**config.mk**
```make
export PLATFORM = sky130hd
export DESIGN_NAME = mem_stage
export DESIGN_NICKNAME = d
export VERILOG_FILES = /design/src/rtl/mem_stage.sv
export SDC_FILE = /design/constraint.sdc
export NUM_CORES = 1
export LEC_CHECK = 0
export CAP_MARGIN = 0
export CORE_AREA = 8 8 142 144
export DETAILED_ROUTE_END_ITERATION = 10
export DIE_AREA = 0 0 150 152
export DONT_BUFFER_PORTS = 1
export PLACE_DENSITY = 0.5
export SKIP_LAST_GASP = 1
export SLEW_MARGIN = 20
export SYNTH_ARGS = -nofsm -noshare
export SYNTH_HDL_FRONTEND = slang
export SYNTH_SLANG_ARGS = --single-unit
```
**constraint.sdc**
```tcl
create_clock -name clk -period 2.6 [get_ports clk]
set_clock_uncertainty 0.15 [all_clocks]
set_input_delay 0.13 -clock clk [delete_from_list [all_inputs] [get_ports clk]]
set_output_delay 0.13 -clock clk [all_outputs]
set_load 0.1 [all_outputs]
```
**src/rtl/mem_stage.sv**
```systemverilog
// Memory-access stage: holds one instruction from execute, aligns/extends SRAM load
// data, and presents the write-back bus plus bypass and store-cancel information.
module mem_stage #(
  parameter int EXCEPT_LEN    = 82,
  parameter int ES2MS_BUS_LEN = 74 + EXCEPT_LEN,
  parameter int MS2WS_BUS_LEN = 70 + EXCEPT_LEN
) (
  input  logic                     clk,
  input  logic                     reset,
  input  logic                     es2ms_valid,
  output logic                     ms_allowin,
  input  logic [ES2MS_BUS_LEN-1:0] es2ms_bus,
  input  logic [31:0]              data_sram_rdata,
  input  logic                     ws_allowin,
  output logic                     ms2ws_valid,
  output logic [MS2WS_BUS_LEN-1:0] ms2ws_bus,
  input  logic                     flush,
  output logic [38:0]              ms_fwd_zip,
  output logic                     ms_ex
);

  logic                  ms_valid_q, ms_valid_d;
  logic [31:0]           pc_q, pc_d;
  logic                  gr_we_q, gr_we_d;
  logic [4:0]            dest_q, dest_d;
  logic [31:0]           alu_result_q, alu_result_d;
  logic                  res_from_mem_q, res_from_mem_d;
  logic [2:0]            ld_op_q, ld_op_d;
  logic [EXCEPT_LEN-1:0] except_zip_q, except_zip_d;

  logic [31:0]           in_pc;
  logic                  in_gr_we;
  logic [4:0]            in_dest;
  logic [31:0]           in_alu_result;
  logic                  in_res_from_mem;
  logic [2:0]            in_ld_op;
  logic [EXCEPT_LEN-1:0] in_except_zip;

  logic        ms_ready_go;
  logic [31:0] final_result;
  logic        fwd_we;
  logic        fwd_csr_re;

  function automatic logic [31:0] align_load(input logic [31:0] rdata,
                                             input logic [1:0]  sh,
                                             input logic [2:0]  op);
    logic signed [7:0]  b;
    logic signed [15:0] h;
    b = signed'(rdata[{sh, 3'b000} +: 8]);
    h = signed'(rdata[{sh[1], 4'b0000} +: 16]);
    case (op)
      3'b001:  align_load = 32'(b);
      3'b010:  align_load = {24'd0, b};
      3'b011:  align_load = 32'(h);
      3'b100:  align_load = {16'd0, h};
      default: align_load = rdata;
    endcase
  endfunction

  assign {in_pc, in_gr_we, in_dest, in_alu_result,
          in_res_from_mem, in_ld_op, in_except_zip} = es2ms_bus;

  assign ms_ready_go = 1'b1;
  assign ms_allowin  = !ms_valid_q || (ms_ready_go && ws_allowin);
  assign ms2ws_valid = ms_valid_q && ms_ready_go;

  always_comb begin
    ms_valid_d     = ms_valid_q;
    pc_d           = pc_q;
    gr_we_d        = gr_we_q;
    dest_d         = dest_q;
    alu_result_d   = alu_result_q;
    res_from_mem_d = res_from_mem_q;
    ld_op_d        = ld_op_q;
    except_zip_d   = except_zip_q;
    if (flush) begin
      ms_valid_d = 1'b0;
    end else if (ms_allowin) begin
      ms_valid_d = es2ms_valid;
    end
    // Payload may be captured during a flush; valid is already cleared so it is inert.
    if (es2ms_valid && ms_allowin) begin
      pc_d           = in_pc;
      gr_we_d        = in_gr_we;
      dest_d         = in_dest;
      alu_result_d   = in_alu_result;
      res_from_mem_d = in_res_from_mem;
      ld_op_d        = in_ld_op;
      except_zip_d   = in_except_zip;
    end
  end

  always_ff @(posedge clk) begin
    if (reset) begin
      ms_valid_q     <= 1'b0;
      pc_q           <= '0;
      gr_we_q        <= 1'b0;
      dest_q         <= '0;
      alu_result_q   <= '0;
      res_from_mem_q <= 1'b0;
      ld_op_q        <= '0;
      except_zip_q   <= '0;
    end else begin
      ms_valid_q     <= ms_valid_d;
      pc_q           <= pc_d;
      gr_we_q        <= gr_we_d;
      dest_q         <= dest_d;
      alu_result_q   <= alu_result_d;
      res_from_mem_q <= res_from_mem_d;
      ld_op_q        <= ld_op_d;
      except_zip_q   <= except_zip_d;
    end
  end

  // SRAM read data arrives in the cycle the load sits here and is consumed unregistered.
  assign final_result = res_from_mem_q ? align_load(data_sram_rdata, alu_result_q[1:0], ld_op_q)
                                       : alu_result_q;

  assign fwd_we     = ms_valid_q && gr_we_q && (dest_q != 5'd0);
  assign fwd_csr_re = ms_valid_q && except_zip_q[1];
  assign ms_fwd_zip = {fwd_we, dest_q, final_result, fwd_csr_re};
  assign ms_ex      = ms_valid_q && (except_zip_q[3] || except_zip_q[2]);
  assign ms2ws_bus  = {pc_q, gr_we_q, dest_q, final_result, except_zip_q};

endmodule

```
==> results.md <==
Worst setup path:
- The startpoint-to-endpoint class of the critical path is reg -> out.
- The type of element launching the critical path is a flop.
- The maximum single-stage delay on the critical path is roughly 0.41 ns.
- The startpoint identified for the worst register-to-register timing path is ms2ws_valid.
- The worst setup path is captured at a primary output.
- The worst reg2reg path endpoint is except_zip_q[53].
- The signal on the critical path passes through or3_1, nand2_1, buf_6, a221oi_1, a22oi_2, buf_4, buf_6.
- The required time at the worst-slack endpoint is roughly 2.3 ns.
- The cell repeated most along the worst path is sky130_fd_sc_hd__buf_6.
- The biggest fanout along the worst timing path is 22.
- The worst register-to-register path has a setup slack of 0.26 ns.
- Measured in cells, the most critical reg-to-reg path has a length of 6.
- The data arrival time of the critical path is ~2.2 ns.
- The slowest stage of the critical path is the sky130_fd_sc_hd__or3_1 cell.

Clocking:
- The total clock buffers created by CTS is 17.
- Clock-pin slew was measured on the worst setup and hold paths at about 0.06 ns.
- The CTS tree is done.
- The buffer cell driving the clock tree root is sky130_fd_sc_hd__clkbuf_16.
- The H-tree was split into 4 levels.
- Counting along the longest clock path gives a buffer depth of 2.
- Clock tree synthesis found a total of 157 sinks.
- The worst-skew pair later-pin latency is a little over 0.4 ns.

Hold path:
- Counting instances, the worst hold path has a depth of 3.
- In this run the most critical hold path is launched from es2ms_valid.
- The worst-case hold path end point is except_zip_q[8].
- The path class of the tightest hold or removal check is in -> reg.

Run:
- The count of maximum capacitance violations is 0.

Finish:
- The cell area after layout is between 10000 and 15000 um2.
- From synthesis to final layout, the design area changed by 65.2%.
- Cells with a size suffix above 1 make up around a quarter of the layout.
- The net count of the finished layout is approximately 1400.
- The non-filler instance count after layout is between 1000 and 1500.
- The number of fill cells is 1450.

STA:
- Counting I/O delays and the setup requirement, the final critical path takes approximately 2.5 ns.
- Setup repair after global routing could not meet its margin everywhere.
- In the final timing run, aggregate negative setup slack is 0 ns.
- Timing would allow up to 399 MHz.
- The count of pins over their slew limit is 0.
- The normalized max-slew margin is 60.9%.
- The final period utilization is a little over nine tenths.
- The number of hold violations in the final report is 0.
- At the pin with the least slew margin, the transition time is approximately 0.59 ns.
- The worst path meets setup with approximately 0.092 ns of slack.
- Setup violations remaining at the end of the flow were counted as 0.

Place:
- The count of buffers inserted at the top-level ports is 0.
- The HPWL after detailed placement is about 19000 um.
- The congestion estimate from routability-driven global placement came to around 0.95.
- The worst slack at placement is around 0.28 ns.
- In this run the cell area measured after placement is around 8800 um2.
- Counting tap cells, the placed design contains a total of approximately 1200 instances.

Power:
- Across the VDD grid, the largest voltage drop is 0.485 mV.
- In this run the power density over the cells is about 720 nW/um2.
- Summed over all cells, the static leakage comes to 4.61 nW.

Route:
- The detailed-routing iteration count for the pre-antenna-repair pass is 5.
- The routed wire length per instance is roughly 19 um.
- The detailed-route via count is around 7300.
- The via density per instance is between 5 and 6.
- The initial detailed-routing violation count is 340.
- For this block, the routed nets add up to approximately 27000 um of wire.
- The number of antenna-violating nets in the routed design is 0.
- The number of design rule violations left after detail routing is 0.

Synth:
- The post-synthesis async set-or-reset flop share is 0%.
- The net count after synthesis is 1093.
- Sorting the synthesized cells by area gives the leading types as sky130_fd_sc_hd__dfxtp_1 47%, sky130_fd_sc_hd__nand2_1 19%, sky130_fd_sc_hd__a21oi_1 13%.
- The number of synthesized register bits is 157.
- The synthesized design spends more area on one cell type than any other, namely sky130_fd_sc_hd__dfxtp_1.
- The cell area after technology mapping is 6760 um2.
- The commonest register cell after synthesis is sky130_fd_sc_hd__dfxtp_1.
- Sequential elements use 46.5% of the synthesized area.
- Yosys mapped a number of flops with a built-in enable equal to 0.
- Synthesis instantiated 43 different standard cells from the library.
- The synthesized instance count is 900.
- Yosys printed 0 warnings.
- Sorting the synthesized cells by how often they occur yields 341 x sky130_fd_sc_hd__nand2_1, 177 x sky130_fd_sc_hd__a21oi_1, 157 x sky130_fd_sc_hd__dfxtp_1.
- By instance count, the leading cell after synthesis is sky130_fd_sc_hd__nand2_1.
- The synthesized design devotes to its leading area cell type between 40% and 50% of total area.
- The mean cell area of the mapped netlist is between 7 and 8 um2.

Die:
- The overall die width is 150 um.
- In this run the vertical extent of the chip is 152 um.
- The overall die area is ~23000 um2.
- The cell row count is 49.
- The area of the core region is around 18000 um2.
- The number of top-level pins is between 300 and 400.
- Once the floorplan was initialized, standard cells occupied a little under two fifths of the core.

Global route:
- The final global-route overflow total is 0.
- The wire length of the first global-routing pass is just over 40000 um.
- The number of antenna violations at the first check in global routing is 2.
- The combined global-route utilization of all metal layers is around 23%.
- The number of global-route vias before repair is approximately 7500.
- The maximum number of pins on one net before global-route repair is between 100 and 150.

Run status:
- The flow ran to the end, and the final reports show no timing, DRC or antenna violations.
==> routing by layer <==
metal | track usage (%) | up-vias | share of wire, %
met3 | 9.18 | 71 | 11
met5 | 0 | - | 0
met1 | 23.0 | 3400 | 35
met4 | 10.7 | 0 | 3.9
met2 | 39.5 | 374 | 50
li1 | - | 3454 | -
==> report_power, final <==
group / switching [W] / leakage (nW) / internal, W
sequential: 0.0000619 / 1.30 / 0.00254
clock: 0.00109 / 0.280 / 0.00136
combinational: 0.00222 / 3.03 / 0.000813
total: 0.00337 / 4.61 / 0.00471
==> cells in the final DEF (no fill, tap or decap), types with 2 or more instances in the layout <==
master | Yosys | layout
sky130_fd_sc_hd__and2_1 | 4 | 3
sky130_fd_sc_hd__buf_12 | 0 | 36
sky130_fd_sc_hd__a21oi_1 | 177 | 161
sky130_fd_sc_hd__buf_16 | 0 | 8
sky130_fd_sc_hd__nand2b_1 | 3 | 2
sky130_fd_sc_hd__a32oi_1 | 3 | 3
sky130_fd_sc_hd__o22ai_4 | 0 | 5
sky130_fd_sc_hd__o22ai_1 | 7 | 2
sky130_fd_sc_hd__nand2_1 | 341 | 335
sky130_fd_sc_hd__dlygate4sd3_1 | 0 | 164
sky130_fd_sc_hd__inv_6 | 0 | 3
sky130_fd_sc_hd__inv_8 | 0 | 5
sky130_fd_sc_hd__a221oi_2 | 0 | 3
sky130_fd_sc_hd__mux2_2 | 6 | 6
sky130_fd_sc_hd__o21ai_0 | 5 | 5
sky130_fd_sc_hd__a221oi_4 | 0 | 5
sky130_fd_sc_hd__clkinvlp_4 | 0 | 2
sky130_fd_sc_hd__a31oi_4 | 1 | 2
sky130_fd_sc_hd__mux2_4 | 2 | 2
sky130_fd_sc_hd__dfxtp_1 | 157 | 147
sky130_fd_sc_hd__nand3_1 | 2 | 2
sky130_fd_sc_hd__buf_4 | 41 | 133
sky130_fd_sc_hd__buf_6 | 2 | 6
sky130_fd_sc_hd__a221oi_1 | 12 | 4
sky130_fd_sc_hd__diode_2 | 0 | 2
sky130_fd_sc_hd__nor2_1 | 34 | 34
sky130_fd_sc_hd__inv_1 | 5 | 5
sky130_fd_sc_hd__nand2_2 | 0 | 5
sky130_fd_sc_hd__dfxtp_4 | 0 | 2
sky130_fd_sc_hd__clkinv_4 | 0 | 2
sky130_fd_sc_hd__or3_1 | 2 | 2
sky130_fd_sc_hd__mux2i_1 | 7 | 7
sky130_fd_sc_hd__dfxtp_2 | 0 | 8
sky130_fd_sc_hd__o32a_2 | 0 | 2
sky130_fd_sc_hd__clkbuf_16 | 0 | 17
sky130_fd_sc_hd__a21oi_4 | 1 | 17
==> state kept, by name, summed over array words and instances, names as in the netlist <==
name,cells
except_zip_q,82
pc_q,32
gr_we_q,1
dest_q,5
alu_result_q,32
res_from_mem_q,1
ms2ws_valid,1
ld_op_q,3
==> worst max path at each step <==
stage | startpoint | to | slack (ns) | depth (start not counted)
after CTS | ld_op_q[2] | ms2ws_bus[95] | -0.006 | 5
after detailed placement | ld_op_q[2] | ms2ws_bus[95] | 0.28 | 5
final | ld_op_q[0] | ms2ws_bus[83] | 0.09 | 7
after global routing | ld_op_q[0] | ms2ws_bus[83] | -0.01 | 7
after floorplan | ld_op_q[2] | ms_fwd_zip[31] | -0.24 | 6
after global placement | ld_op_q[2] | ms2ws_bus[95] | 0.28 | 5
==> logic make-up after synthesis <==
family | after synthesis | share of synthesized area, %
muxes | 16 | 2.82
buffers and inverters | 111 | 9.06
DFF | 157 | 46.5
and+or+nand+nor | 393 | 22.9
AOI/OAI and AO/OA | 222 | 18.6
xor gates and xnor gates | 1 | 0.130
==> per-stage QoR <==
stage | utilization [%] | total power (W) | hold WS [ns]
after global routing | 62.8 | 0.00836 | 0.0130
after floorplan | - | 0.00488 | 0.0453
final | 62.8 | 0.00808 | 0.0105
after global placement | 49.5 | 0.00540 | 0.0473
after CTS | 62.5 | 0.00811 | 0.000355
after detailed placement | 49.5 | 0.00542 | 0.0508
==> final cells by class <==
type	instances	area, um2	area share [%]
antenna	2	5.00	0.0449
clock buffer	17	425	3.81
clock inverter	14	150	1.35
inverter	5	18.8	0.168
multi-input combinational	632	3450	30.9
sequential	157	3160	28.3
tap	229	287	2.57
timing repair buffer	348	3660	32.8
==> worst max-delay path: cells and delay by family, from the launching register on <==
family | cells | cell delay, ns
buf+inv | 3 | 0.59
simple gates | 2 | 0.51
compound gates | 2 | 0.31
flops | 1 | 0.40
==> repair_timing <==
item | 4_1_cts | 5_1_grt
pin swaps | 2 | 1
gates resized for setup | 11 | 9
buffers inserted | 2 | 1
hold buffers | 165 | 0
endpoints found under the setup margin | 25 | 54
endpoints found under the hold margin | 157 | 0
(Power assumes the default switching activity.)
